File: src/rtl/pipeline_pkg.sv
// Shared types for the pipeline hazard controller: forwarding selects,
// controller states and the default register index width.
package pipeline_pkg;

  // Default width of a register index (32 architectural registers)
  localparam int REG_ADDR_W_DEF = 5;

  // Operand source select for the EX stage ALU inputs
  typedef enum logic [1:0] {
    FWD_RF  = 2'b00,
    FWD_WB  = 2'b01,
    FWD_MEM = 2'b10
  } fwd_sel_t;

  // Controller state: normal issue, or holding while a multicycle op runs
  typedef enum logic {
    RUN     = 1'b0,
    MC_WAIT = 1'b1
  } hz_state_t;

endpackage

File: src/rtl/pipeline_hazard_ctrl_fwd_unit.sv
// Combinational EX operand forwarding selects. The younger producer in MEM
// wins over WB, and register x0 is never forwarded. The enable input lets
// the parent force both selects back to the register file.
module hazard_fwd_unit
  import pipeline_pkg::*;
#(
  parameter int REG_ADDR_W = REG_ADDR_W_DEF
) (
  input  logic                  fwd_en,
  input  logic [REG_ADDR_W-1:0] ex_rs1,
  input  logic [REG_ADDR_W-1:0] ex_rs2,
  input  logic [REG_ADDR_W-1:0] mem_rd,
  input  logic [REG_ADDR_W-1:0] wb_rd,
  input  logic                  mem_reg_write,
  input  logic                  wb_reg_write,
  output logic [1:0]            ex_fwd_a,
  output logic [1:0]            ex_fwd_b
);

  logic memValid;
  logic wbValid;

  // A stage can forward only if it writes a real (non-x0) register
  always_comb begin
    memValid = mem_reg_write && (mem_rd != '0);
    wbValid  = wb_reg_write && (wb_rd != '0);
  end

  // Pick the source for each operand, MEM first then WB then register file
  always_comb begin
    ex_fwd_a = FWD_RF;
    ex_fwd_b = FWD_RF;
    if (fwd_en) begin
      if (memValid && (mem_rd == ex_rs1)) begin
        ex_fwd_a = FWD_MEM;
      end else if (wbValid && (wb_rd == ex_rs1)) begin
        ex_fwd_a = FWD_WB;
      end
      if (memValid && (mem_rd == ex_rs2)) begin
        ex_fwd_b = FWD_MEM;
      end else if (wbValid && (wb_rd == ex_rs2)) begin
        ex_fwd_b = FWD_WB;
      end
    end
  end

endmodule

File: src/rtl/pipeline_hazard_ctrl.sv
// Hazard and sequencing controller for the 5-stage core. Generates stall and
// flush controls for every pipeline register, handles load-use hazards,
// taken branches/jumps and the multicycle start/done handshake, and provides
// the EX forwarding selects.
// Optional build macro HAZARD_PERF_CNT_EN adds saturating stall-cycle and
// flush-event counters as extra output ports.
module pipeline_hazard_ctrl
  import pipeline_pkg::*;
#(
  parameter int REG_ADDR_W = REG_ADDR_W_DEF
) (
  input  logic                  clk,
  input  logic                  rst,
  input  logic [REG_ADDR_W-1:0] de_rs1,
  input  logic [REG_ADDR_W-1:0] de_rs2,
  input  logic [REG_ADDR_W-1:0] ex_rs1,
  input  logic [REG_ADDR_W-1:0] ex_rs2,
  input  logic [REG_ADDR_W-1:0] ex_rd,
  input  logic                  ex_is_load,
  input  logic                  ex_pc_src,
  input  logic                  ex_mc_op,
  input  logic                  mc_done,
  input  logic [REG_ADDR_W-1:0] mem_rd,
  input  logic [REG_ADDR_W-1:0] wb_rd,
  input  logic                  mem_reg_write,
  input  logic                  wb_reg_write,
  output logic                  if_stall,
  output logic                  de_stall,
  output logic                  ex_stall,
  output logic                  de_flush,
  output logic                  ex_flush,
  output logic                  mem_flush,
  output logic                  mc_start,
  output logic [1:0]            ex_fwd_a,
  output logic [1:0]            ex_fwd_b
`ifdef HAZARD_PERF_CNT_EN
  ,
  output logic [31:0]           perf_stall_cycles,
  output logic [31:0]           perf_flush_events
`endif
);

  hz_state_t state_q;
  hz_state_t state_d;
  logic      loadUse;

  // A load in EX feeding either DE source register needs one bubble; x0 is exempt
  always_comb begin
    loadUse = ex_is_load && (ex_rd != '0) &&
              ((ex_rd == de_rs1) || (ex_rd == de_rs2));
  end

  // Next state and all control outputs, decoded from state and current inputs
  always_comb begin
    state_d   = state_q;
    if_stall  = 1'b0;
    de_stall  = 1'b0;
    ex_stall  = 1'b0;
    de_flush  = 1'b0;
    ex_flush  = 1'b0;
    mem_flush = 1'b0;
    mc_start  = 1'b0;
    if (rst) begin
      de_flush  = 1'b1;
      ex_flush  = 1'b1;
      mem_flush = 1'b1;
      state_d   = RUN;
    end else begin
      case (state_q)
        RUN: begin
          if (ex_pc_src) begin
            de_flush = 1'b1;
            ex_flush = 1'b1;
          end else if (ex_mc_op) begin
            mc_start  = 1'b1;
            if_stall  = 1'b1;
            de_stall  = 1'b1;
            ex_stall  = 1'b1;
            mem_flush = 1'b1;
            state_d   = MC_WAIT;
          end else if (loadUse) begin
            if_stall = 1'b1;
            de_stall = 1'b1;
            ex_flush = 1'b1;
          end
        end
        MC_WAIT: begin
          if (mc_done) begin
            state_d = RUN;
          end else begin
            if_stall  = 1'b1;
            de_stall  = 1'b1;
            ex_stall  = 1'b1;
            mem_flush = 1'b1;
          end
        end
        default: begin
          state_d = RUN;
        end
      endcase
    end
  end

  // State register; reset abandons any multicycle op in flight
  always_ff @(posedge clk) begin
    if (rst) begin
      state_q <= RUN;
    end else begin
      state_q <= state_d;
    end
  end

  // Forwarding selects, held at register-file during reset
  hazard_fwd_unit #(
    .REG_ADDR_W(REG_ADDR_W)
  ) u_fwd (
    .fwd_en       (!rst),
    .ex_rs1       (ex_rs1),
    .ex_rs2       (ex_rs2),
    .mem_rd       (mem_rd),
    .wb_rd        (wb_rd),
    .mem_reg_write(mem_reg_write),
    .wb_reg_write (wb_reg_write),
    .ex_fwd_a     (ex_fwd_a),
    .ex_fwd_b     (ex_fwd_b)
  );

`ifdef HAZARD_PERF_CNT_EN
  logic [31:0] stallCnt_q;
  logic [31:0] flushCnt_q;

  // Saturating event counters; de_flush is asserted in reset but reset clears first
  always_ff @(posedge clk) begin
    if (rst) begin
      stallCnt_q <= '0;
      flushCnt_q <= '0;
    end else begin
      if (if_stall && (stallCnt_q != 32'hFFFF_FFFF)) begin
        stallCnt_q <= stallCnt_q + 32'd1;
      end
      if (de_flush && (flushCnt_q != 32'hFFFF_FFFF)) begin
        flushCnt_q <= flushCnt_q + 32'd1;
      end
    end
  end

  assign perf_stall_cycles = stallCnt_q;
  assign perf_flush_events = flushCnt_q;
`endif

endmodule

File: config.mk
export PLATFORM = sky130hd
export DESIGN_NAME = pipeline_hazard_ctrl
export DESIGN_NICKNAME = d
export VERILOG_FILES = /design/src/rtl/pipeline_pkg.sv /design/src/rtl/pipeline_hazard_ctrl_fwd_unit.sv /design/src/rtl/pipeline_hazard_ctrl.sv
export SDC_FILE = /design/constraint.sdc
export NUM_CORES = 1
export LEC_CHECK = 0
export ABC_AREA = 1
export CORE_UTILIZATION = 31
export CTS_CLUSTER_SIZE = 8
export DETAILED_ROUTE_END_ITERATION = 8
export GPL_TIMING_DRIVEN = 0
export PLACE_DENSITY = 0.81
export SETUP_SLACK_MARGIN = 0.1
export SYNTH_ARGS = -nofsm -noshare
export SYNTH_HDL_FRONTEND = slang
export SYNTH_SLANG_ARGS = --single-unit
File: constraint.sdc
create_clock -name clk -period 1.5 [get_ports clk]
set_input_delay 0.375 -clock clk [delete_from_list [all_inputs] [get_ports clk]]
set_output_delay 0.375 -clock clk [all_outputs]
set_load 0.01 [all_outputs]
==> results by group, run 1 <==
Status
  – Outcome: finished, violations left
  – Violations in the final reports: setup timing

Timing
  – RSZ-0062 raised after global routing: yes
  – Total count of hold-check failures in the final report: 0
  – Worst hold-check slack: 0.673 ns
  – Max transition margin: 79.9%
  – F_max: 598 MHz
  – Final period utilization: 111%
  – Slack of the critical path: -0.171 ns
  – Final worst clock skew: 0 ns
  – Period minus WS final: 1.67 ns
  – Slew at the pin closest to its max-slew limit: 0.300 ns
  – Number of pins exceeding their max-slew limit in the final report: 0
  – Setup TNS: -0.916 ns
  – Endpoints failing setup: 8

Global routing
  – Overall track demand over capacity in global routing: 24.9%
  – Maximum number of pins on one net before global-route repair: 7
  – Number of global-route vias before repair: 975
  – Number of antenna violations at the first check in global routing: 0
  – First-pass GRT wire length: 3.91 mm
  – Remaining global-route overflow: 0

Power
  – Power density of the placed cells: 315 nW/um^2
  – Total power draw: 445 uW
  – VDD IR-drop max: 0.177 mV
  – Static leakage: 0.000744 uW

Floorplan
  – Core box area: 1760 um^2
  – Die Footprint: 2110 um^2
  – Number of top-level pins: 54
  – Standard-cell rows: 15
  – Initial standard-cell utilization of the core: 34.0%
  – Die boundary height: 46.0 um
  – Width of the chip: 46.0 um

Drt
  – DRC marker count from the first detailed-route iteration: 31
  – Initial DRT Pass Iterations: 4
  – Remaining DRCs: 0
  – Overall routed net length: 2.94 mm
  – Vias per inst: 5.04
  – Average wire per cell in the routed design: 14.5 um
  – Count of nets left with antenna violations after detail routing: 0
  – Number of vias after detailed routing: 1024

Min path
  – Worst hold path type: in2reg

Placement
  – Hpwl dp: 1.88 mm
  – Final weighted congestion in routability-driven placement: 0.895
  – Count of buffers from port buffering: 53
  – Setup slack after placement: -1.03 ns
  – Placed Instance Area: 1170 um^2

Critical path
  – Crit path capture type: output port
  – Element type at the critical path start: input pin
  – Kind of critical path: in2out
  – Highest fanout seen on the critical path: 4
  – Critical path required time: 1.12 ns
  – Worst EP arrival: 1.30 ns

Synth
  – Yosys synthesis warning count: 0
  – Synthesized cell area: 599 um^2
  – Average cell area after synthesis: 5.08 um^2
  – Number of cells produced by synthesis: 118
  – Synthesized netlist net count: 161
  – Total of flip-flops plus latches after synthesis: 1
  – Library cells used by synthesis: 16
  – Proportion of synthesized chip area in sequential cells: 3.34%

Cells and area
  – Layout overhead on the synthesized area: 136%
  – Fraction of final layout cells with drive strength greater than 1: 62.9%
  – Nets: 223
  – Final Cell Area: 1410 um^2
  – Registers with the most flip-flops: state_q x1
  – Antenna Cells: 0
  – Register ranked first by flip-flop count: state_q
  – Number of flip-flops in the largest register: 1

Job
  – Number of max-cap violations: 0

CTS
  – Clock-pin transition on the worst setup and hold timing paths: 0 ns
  – Worst-Skew Late Latency: 0 ns
## placed cells by master (no fill, tap or decap)
| master | n |
|---|---|
| sky130_fd_sc_hd__a21oi_2 | 2 |
| sky130_fd_sc_hd__inv_1 | 9 |
| sky130_fd_sc_hd__nor2_2 | 5 |
| sky130_fd_sc_hd__buf_6 | 21 |
| sky130_fd_sc_hd__nor3_1 | 1 |
| sky130_fd_sc_hd__dlygate4sd2_1 | 4 |
| sky130_fd_sc_hd__inv_2 | 8 |
| sky130_fd_sc_hd__dfxtp_1 | 1 |
| sky130_fd_sc_hd__nand4_1 | 3 |
| sky130_fd_sc_hd__buf_12 | 2 |
| sky130_fd_sc_hd__nand3_1 | 4 |
| sky130_fd_sc_hd__buf_4 | 7 |
| sky130_fd_sc_hd__clkdlybuf4s15_2 | 2 |
| sky130_fd_sc_hd__nor3_2 | 2 |
| sky130_fd_sc_hd__clkinv_2 | 1 |
| sky130_fd_sc_hd__xor2_2 | 2 |
| sky130_fd_sc_hd__o22ai_2 | 1 |
| sky130_fd_sc_hd__nand2_2 | 15 |
| sky130_fd_sc_hd__nor4_1 | 1 |
| sky130_fd_sc_hd__xnor2_1 | 3 |
| sky130_fd_sc_hd__xor2_1 | 5 |
| sky130_fd_sc_hd__nor3_4 | 1 |
| sky130_fd_sc_hd__buf_8 | 6 |
| sky130_fd_sc_hd__o21ai_1 | 4 |
| sky130_fd_sc_hd__xnor2_2 | 11 |
| sky130_fd_sc_hd__inv_4 | 3 |
| sky130_fd_sc_hd__nor2_1 | 8 |
| sky130_fd_sc_hd__nand3_2 | 1 |
| sky130_fd_sc_hd__nand2_1 | 23 |
| sky130_fd_sc_hd__nor2_4 | 3 |
| sky130_fd_sc_hd__buf_2 | 19 |
## critical path, cell delays in order
cell,delay (ns)
sky130_fd_sc_hd__buf_12,0.09
sky130_fd_sc_hd__inv_4,0.03
sky130_fd_sc_hd__nand2_2,0.06
sky130_fd_sc_hd__nand2_2,0.07
sky130_fd_sc_hd__nor2_2,0.11
sky130_fd_sc_hd__nand3_1,0.07
sky130_fd_sc_hd__nand2_1,0.08
sky130_fd_sc_hd__nand2_2,0.06
sky130_fd_sc_hd__o22ai_2,0.12
sky130_fd_sc_hd__buf_4,0.14
sky130_fd_sc_hd__buf_6,0.09
## routing by layer
metal | up-vias | wire (um) | track usage [%]
li1 | 479 | - | -
met1 | 485 | 1080 | 28.9
met2 | 48 | 1590 | 45.1
met3 | 12 | 178 | 2.78
met4 | 0 | 98 | 10.6
met5 | - | 0 | 0
## path summary, 6_finish.rpt
check | slack, ns | startpoint | endpoint | cells past startpoint
worst max-delay path | -0.17 | ex_rd[0] | if_stall | 11
worst min-delay path | 0.67 | rst | state_q | 2
worst max register to register | 0.70 | state_q | state_q | 4
worst min register to register | 0.70 | state_q | state_q | 3
## synthesized netlist by cell type
cell type / instances / share of area, %
sky130_fd_sc_hd__dfxtp_1: 1 / 3.3
sky130_fd_sc_hd__o22ai_1: 1 / 1.0
sky130_fd_sc_hd__nand3_1: 5 / 4.2
sky130_fd_sc_hd__inv_2: 5 / 3.1
sky130_fd_sc_hd__nor3_1: 4 / 3.3
sky130_fd_sc_hd__inv_1: 15 / 9.4
sky130_fd_sc_hd__clkinv_1: 1 / 0.63
sky130_fd_sc_hd__xor2_1: 7 / 10
sky130_fd_sc_hd__xnor2_1: 14 / 20
sky130_fd_sc_hd__buf_4: 1 / 1.3
sky130_fd_sc_hd__a21oi_1: 2 / 1.7
sky130_fd_sc_hd__nand2_1: 38 / 24
sky130_fd_sc_hd__nor4_1: 1 / 1.0
sky130_fd_sc_hd__nand4_1: 3 / 3.1
sky130_fd_sc_hd__o21ai_0: 4 / 3.3
sky130_fd_sc_hd__nor2_1: 16 / 10
## metrics by stage
stage / util, % / cells
after floorplan: - / 118
after global placement: 66.2 / 196
after detailed placement: 66.2 / 196
after CTS: 71.8 / 202
after global routing: 80.1 / 203
final: 80.1 / 203
## final cells by class
type	count	area [um^2]
well taps	25	31.3
multi-input cells	95	703
inverters	21	87.6
flip-flops and latches	1	20.0
plain buffers	1	7.51
fillers	122	350
repair buffers	60	564
## power by group
part,total [uW],internal (uW),switching [uW]
registers,31.3,29.1,2.23
logic,414,226,188
clock network,0,0,0
## cells by family after synthesis
group | count (synthesis) | share of synthesized area (%)
buffers and inverters | 22 | 14.4
DFF | 1 | 3.34
xor gates and xnor gates | 21 | 30.7
AOI/OAI and AO/OA | 7 | 6.06
and+or+nand+nor | 67 | 45.5
## timing repair
| item | CTS | global route |
|---|---|---|
| setup endpoints to repair | 12 | 10 |
| pin swaps | 54 | 34 |
| buffers inserted | 6 | 1 |
| cloned | 0 | 0 |
| hold buffers | 0 | 0 |
| resized for setup | 270 | 42 |
(Power assumes the default switching activity.)
==> run 2: changes to the inputs <==
- CTS_CLUSTER_DIAMETER: default -> 100
- PLACE_DENSITY: 0.81 -> 0.87
- SLEW_MARGIN: default -> 20
==> run 2 against run 1 <==
Compared with the run above: the run still ends with setup timing left; register-to-register slack got worse by 0.11 ns; via count fell by 4.0%; core utilization fell by 1.9 points; global-route usage fell by 0.14 points; critical endpoint is now ex_fwd_a[0].
==> results by group, run 2 (same netlist as run 1, synthesis figures left out) <==
Status
  – Outcome: finished, violations left
  – Violations in the final reports: setup timing

Global routing
  – Overall track demand over capacity in global routing: 24.8%
  – Number of antenna violations at the first check in global routing: 0
  – Maximum number of pins on one net before global-route repair: 7
  – Number of global-route vias before repair: 877
  – Remaining global-route overflow: 0
  – First-pass GRT wire length: 3.84 mm

Drt
  – Met2 wirelength from detailed routing: 1.52 mm
  – Overall routed net length: 2.80 mm
  – Average wire per cell in the routed design: 13.9 um
  – DRC marker count from the first detailed-route iteration: 20
  – Length of routed wiring on met1: 991 um
  – Top layer in use: met4
  – Initial DRT Pass Iterations: 4
  – Routed length on met3: 161 um
  – Count of nets left with antenna violations after detail routing: 0
  – Remaining DRCs: 0
  – Number of vias after detailed routing: 983
  – Vias per inst: 4.89

Cells and area
  – Commonest non-fill, non-tap cells in the layout: sky130_fd_sc_hd__nand2_1 (26), sky130_fd_sc_hd__buf_6 (21), sky130_fd_sc_hd__buf_2 (15), sky130_fd_sc_hd__xnor2_2 (12), sky130_fd_sc_hd__nand2_2 (12)
  – Fraction of final layout cells with drive strength greater than 1: 61.4%
  – Final Cell Area: 1380 um^2
  – Commonest non-fill, non-tap cell in the layout: sky130_fd_sc_hd__nand2_1
  – Number of flip-flops in the largest register: 1
  – Antenna Cells: 0
  – Register ranked first by flip-flop count: state_q
  – Registers with the most flip-flops: state_q x1
  – Nets: 221
  – Layout overhead on the synthesized area: 130%
  – Number of fillers in the final layout: 133

Timing
  – Period minus WS final: 1.65 ns
  – Endpoints failing setup: 7
  – Number of pins exceeding their max-slew limit in the final report: 0
  – Final period utilization: 110%
  – Slew at the pin closest to its max-slew limit: 0.263 ns
  – Final worst clock skew: 0 ns
  – F_max: 604 MHz
  – Max transition margin: 82.3%
  – Slack of the critical path: -0.154 ns
  – Total count of hold-check failures in the final report: 0
  – RSZ-0062 raised after global routing: yes

Power
  – Internal Dissipation: 253 uW
  – Total power draw: 435 uW
  – Switching Fraction: 41.8%
  – Static leakage: 0.000733 uW
  – Share of power burned in registers: 7.2%
  – VDD IR-drop max: 0.206 mV
  – Clock share of power: 0%
  – Combinational share of power: 92.8%
  – Power density of the placed cells: 315 nW/um^2
  – Net switching component of the power: 182 uW

Critical path
  – Delay of the slowest critical-path stage: 0.21 ns
  – Worst EP arrival: 1.28 ns
  – Critical path required time: 1.12 ns
  – Highest fanout seen on the critical path: 3
  – Element type at the critical path start: input pin
  – Crit path capture type: output port
  – Kind of cell adding the most delay to the critical path: simple AND/OR/NAND/NOR gates
  – Kind of critical path: in2out
  – Worst Path Buf+Inv: 2
  – Slowest stage cell on the critical path: sky130_fd_sc_hd__nor3_2
  – Cells traversed along the worst timing path: buf_4, xor2_2, nor3_2, nand4_1, nor2_1, buf_2

Floorplan
  – Core box area: 1760 um^2
  – Die Footprint: 2110 um^2
  – Width of the chip: 46.0 um
  – Number of top-level pins: 54
  – Initial standard-cell utilization of the core: 34.0%
  – Die boundary height: 46.0 um
  – Standard-cell rows: 15

Placement
  – Placed Instance Area: 1170 um^2
  – Hpwl dp: 1.86 mm
  – Count of buffers from port buffering: 53
  – Final weighted congestion in routability-driven placement: 0.818
  – Setup slack after placement: -1.07 ns

CTS
  – Clock-pin transition on the worst setup and hold timing paths: 0 ns
  – Worst-Skew Late Latency: 0 ns

Min path
  – Worst hold path type: in2reg

Job
  – Number of max-cap violations: 0
[run 2: changes by cell type in the layout (fill, tap and decap cells not counted), moves of 3 or more]
cell,before,now
sky130_fd_sc_hd__buf_8,6,9
sky130_fd_sc_hd__nand2_1,23,26
sky130_fd_sc_hd__buf_2,19,15
sky130_fd_sc_hd__nor2_4,3,0
sky130_fd_sc_hd__nand2_2,15,12
[run 2: layout make-up]
type | count | area, um^2 | area share (%)
Tap cell | 25 | 31.3 | 2.27
Sequential cell | 1 | 20.0 | 1.45
Multi-Input combinational cell | 95 | 681 | 49.3
Inverter | 21 | 91.3 | 6.62
Buffer | 1 | 7.51 | 0.544
Timing Repair Buffer | 58 | 549 | 39.8
[run 2: worst paths after layout]
check                start     endpoint  slack, ns  cells after the start
setup / recovery  wb_rd[1]  ex_fwd_a[0]      -0.15                      6
hold reg to reg    state_q      state_q       0.80                      4
setup reg to reg   state_q      state_q       0.59                      5
hold / removal         rst      state_q       0.68                      2
[run 2: layer usage]
metal	vias up	track usage [%]
li1	474	-
met1	458	27.8
met2	39	48.2
met3	12	3.17
met4	0	5.29
met5	-	0
[run 2: through the flow]
| step | hold WS (ns) | setup TNS (ns) | cells | util, % |
|---|---|---|---|---|
| floorplan | 0.498 | 0 | 118 | - |
| global placement | 0.673 | -9.29 | 196 | 66.2 |
| detailed placement | 0.703 | -9.66 | 196 | 66.2 |
| CTS | 0.673 | -0.684 | 201 | 70.6 |
| global route | 0.697 | -1.31 | 201 | 78.2 |
| finish | 0.676 | -0.800 | 201 | 78.2 |
[run 2: timing repair]
action,CTS,global route
hold buffers,0,0
resized for setup,261,52
pin swaps,53,33
buffers inserted,5,0
hold endpoints to repair,0,0
gates cloned,0,0
endpoints found under the setup margin,12,10
[run 2: power by group through the flow]
stage | logic (uW) | registers (uW) | clock network (uW)
2_1_floorplan | 123 | 30.4 | 0
3_3_place_gp | 301 | 30.7 | 0
3_5_place_dp | 308 | 30.9 | 0
4_1_cts | 346 | 31.2 | 0
5_1_grt | 431 | 31.7 | 0
6_report | 403 | 31.4 | 0
[run 2: worst reg2reg max path: stages, from the launching register on]
cell and delay [ns]:
sky130_fd_sc_hd__dfxtp_1 0.32, sky130_fd_sc_hd__a21oi_2 0.13, sky130_fd_sc_hd__inv_1 0.07, sky130_fd_sc_hd__nand2_2 0.11, sky130_fd_sc_hd__buf_4 0.12, sky130_fd_sc_hd__nor2_2 0.03
==> run 3: changes to the inputs <==
- CORE_AREA: default -> 2 2 39 41
- CORE_UTILIZATION: 31 -> default
- DIE_AREA: default -> 0 0 41 43
- DONT_BUFFER_PORTS: default -> 1
- PLACE_DENSITY: 0.87 -> 0.73
- SYNTH_HIERARCHICAL: default -> 1
==> run 3 against run 2 <==
Compared with the run above: the flow still finishes with violations (setup timing); global-route usage down 4.9 points; wire length down 30%; hold slack worse by 0.17 ns; combinational power down 50%; synthesized area up 16%; flip-flop and latch count unchanged; largest cell class unchanged; highest routed layer unchanged.
==> results by group, run 3 <==
Floorplan
  – Die Footprint: 1760 um^2
  – Initial standard-cell utilization of the core: 50.3%
  – Standard-cell rows: 14
  – Core box area: 1380 um^2
  – Width of the chip: 41 um
  – Die boundary height: 43 um
  – Number of top-level pins: 54

CTS
  – Worst-Skew Late Latency: 0 ns
  – Clock-pin transition on the worst setup and hold timing paths: 0 ns

Drt
  – Remaining DRCs: 0
  – Overall routed net length: 1.95 mm
  – Vias per inst: 5.10
  – Average wire per cell in the routed design: 10.6 um
  – DRC marker count from the first detailed-route iteration: 18
  – Number of vias after detailed routing: 939
  – Count of nets left with antenna violations after detail routing: 0
  – Initial DRT Pass Iterations: 4

Critical path
  – Critical path required time: 1.12 ns
  – Crit path capture type: output port
  – Delay of the slowest critical-path stage: 0.17 ns
  – Cells traversed along the worst timing path: nor2_4, nor2_1, nor2_1, nand3_1, nand2_1, nand2_2, o22ai_4, buf_6
  – Slowest stage cell on the critical path: sky130_fd_sc_hd__o22ai_4
  – Launch point of the critical path: de_rs2[0]
  – CP most frequent cell: sky130_fd_sc_hd__nor2_1
  – Highest fanout seen on the critical path: 2
  – Kind of critical path: in2out
  – Beginning of the worst register-to-register path: state_q
  – Element type at the critical path start: input pin
  – Worst EP arrival: 1.14 ns

Synth
  – Yosys synthesis warning count: 6
  – Synthesized netlist net count: 207
  – Average cell area after synthesis: 4.24 um^2
  – EDFF count, synth: 0
  – Largest cells by area after synthesis: sky130_fd_sc_hd__nand2_1 (40%), sky130_fd_sc_hd__inv_1 (16%), sky130_fd_sc_hd__nor2_1 (13%), sky130_fd_sc_hd__nand3_1 (6.5%), sky130_fd_sc_hd__xnor2_1 (6.3%)
  – Synthesized cell area: 696 um^2
  – Number of cells produced by synthesis: 164
  – Cell types with the highest counts after synthesis: sky130_fd_sc_hd__nand2_1 (74), sky130_fd_sc_hd__inv_1 (30), sky130_fd_sc_hd__nor2_1 (24)
  – Main flop type after synthesis: sky130_fd_sc_hd__dfxtp_1
  – Library cells used by synthesis: 15
  – Yosys top cell area share: 39.9%
  – Total of flip-flops plus latches after synthesis: 1
  – Async set or reset register ratio after synthesis: 0%
  – Most frequent cell after synthesis: sky130_fd_sc_hd__nand2_1
  – Cell taking the most area after synthesis: sky130_fd_sc_hd__nand2_1
  – Proportion of synthesized chip area in sequential cells: 2.88%

Power
  – Clock share of power: 0%
  – Share of power burned in registers: 13.4%
  – Power density of the placed cells: 266 nW/um^2
  – Net switching component of the power: 115 uW
  – Combinational share of power: 86.6%
  – Static leakage: 0.000514 uW
  – Switching Fraction: 49.8%
  – VDD IR-drop max: 0.219 mV
  – Internal Dissipation: 116 uW

Cells and area
  – Number of flip-flops in the largest register: 1
  – Registers with the most flip-flops: state_q x1
  – Sequential cell area in the final layout: 20.0 um^2
  – Number of fillers in the final layout: 137
  – Final Cell Area: 868 um^2
  – Antenna Cells: 0
  – Register ranked first by flip-flop count: state_q
  – Layout overhead on the synthesized area: 24.8%
  – Fraction of final layout cells with drive strength greater than 1: 28.0%
  – Commonest non-fill, non-tap cells in the layout: sky130_fd_sc_hd__nand2_1 (61), sky130_fd_sc_hd__inv_1 (19), sky130_fd_sc_hd__nor2_1 (19), sky130_fd_sc_hd__nand2_2 (13), sky130_fd_sc_hd__inv_2 (10)
  – Commonest non-fill, non-tap cell in the layout: sky130_fd_sc_hd__nand2_1
  – Nets: 213
  – Footprint of the multi-input gates: 627 um^2

Timing
  – Total count of hold-check failures in the final report: 0
  – Endpoints failing setup: 1
  – Setup TNS: -0.0147 ns
  – Number of pins exceeding their max-slew limit in the final report: 0
  – F_max: 660 MHz
  – Slew at the pin closest to its max-slew limit: 0.350 ns
  – RSZ-0062 raised after global routing: yes
  – Period minus WS final: 1.51 ns
  – Final period utilization: 101%
  – Final worst clock skew: 0 ns
  – Slack of the critical path: -0.0147 ns
  – Max transition margin: 76.4%

Global routing
  – First-pass GRT wire length: 2.62 mm
  – Remaining global-route overflow: 0
  – Maximum number of pins on one net before global-route repair: 7
  – Number of global-route vias before repair: 791
  – Number of antenna violations at the first check in global routing: 0
  – Overall track demand over capacity in global routing: 19.8%

Placement
  – Count of buffers from port buffering: 0
  – Placed Instance Area: 727 um^2
  – Final weighted congestion in routability-driven placement: 0.781
  – Setup slack after placement: -0.0219 ns
  – Hpwl dp: 1.58 mm

Status
  – Violations in the final reports: setup timing
  – Outcome: finished, violations left

Min path
  – Worst hold path type: in2reg
  – Hold wc startpoint: rst

Job
  – Number of max-cap violations: 0
## run 3: cell count changes after synthesis, sizes merged
| cell | delta |
|---|---|
| a21oi | +1 |
| nor2 | +8 |
| o21ai | -2 |
| inv | +16 |
| nor3 | -1 |
| nand3 | +4 |
| xnor2 | -9 |
| o211ai | +1 |
| xor2 | -7 |
| nor4 | -1 |
| nand2 | +36 |
## run 3: per-layer routing
metal  track usage (%)  up-vias  wire length [um]
met5                 0        -                 0
met4              2.00        0                16
met3              3.14        2               204
met2              39.7       51              1070
met1              19.7      394               668
li1                  -      492                 -
## run 3: area by class of cell
cell class                 instances  area share (%)
multi-input combinational        125            72.2
buffer                             1            1.30
timing repair buffer               4            3.46
sequential                         1            2.31
inverter                          37            18.4
tap                               16            2.31
## run 3: repair_timing
| action | 4_1_cts | 5_1_grt |
|---|---|---|
| hold buffers | 0 | 0 |
| gates cloned | 0 | 0 |
| setup buffers | 0 | 4 |
| resized for setup | 4 | 41 |
| pin swaps | 2 | 40 |
| setup endpoints to repair | 5 | 6 |
## run 3: kinds of logic (layout without fill, tap and decap cells)
family | count (synthesis) | count (layout) | synth area share [%]
xor gates and xnor gates | 5 | 5 | 6.29
AOI/OAI and AO/OA | 7 | 7 | 5.58
and+or+nand+nor | 113 | 113 | 64.2
buffers and inverters | 38 | 42 | 21.0
DFF | 1 | 1 | 2.88
## run 3: power groups by stage
stage,clock network [uW],registers (uW),logic (uW)
floorplan,0,30.4,136
global placement,0,30.7,152
detailed placement,0,30.9,156
CTS,0,30.9,159
global route,0,31.1,227
finish,0,31.1,200
## run 3: final timing paths
path	slack, ns	cells past startpoint	endpoint
worst max-delay path	-0.01	8	if_stall
worst min-delay path	0.51	1	state_q
worst max register to register	0.56	4	state_q
worst min register to register	0.78	3	state_q
## run 3: metrics by stage
stage	std cells	hold slack (ns)	power, uW	utilization, %
2_1_floorplan	164	0.498	167	-
3_3_place_gp	180	0.510	182	52.5
3_5_place_dp	180	0.504	187	52.5
4_1_cts	180	0.504	190	53.5
5_1_grt	184	0.514	258	62.7
6_report	184	0.506	231	62.7
## run 3: critical path, delay by kind of cell
family / cells / cell delay, ns
compound gates: 1 / 0.17
buf+inv: 1 / 0.13
simple gates: 6 / 0.46
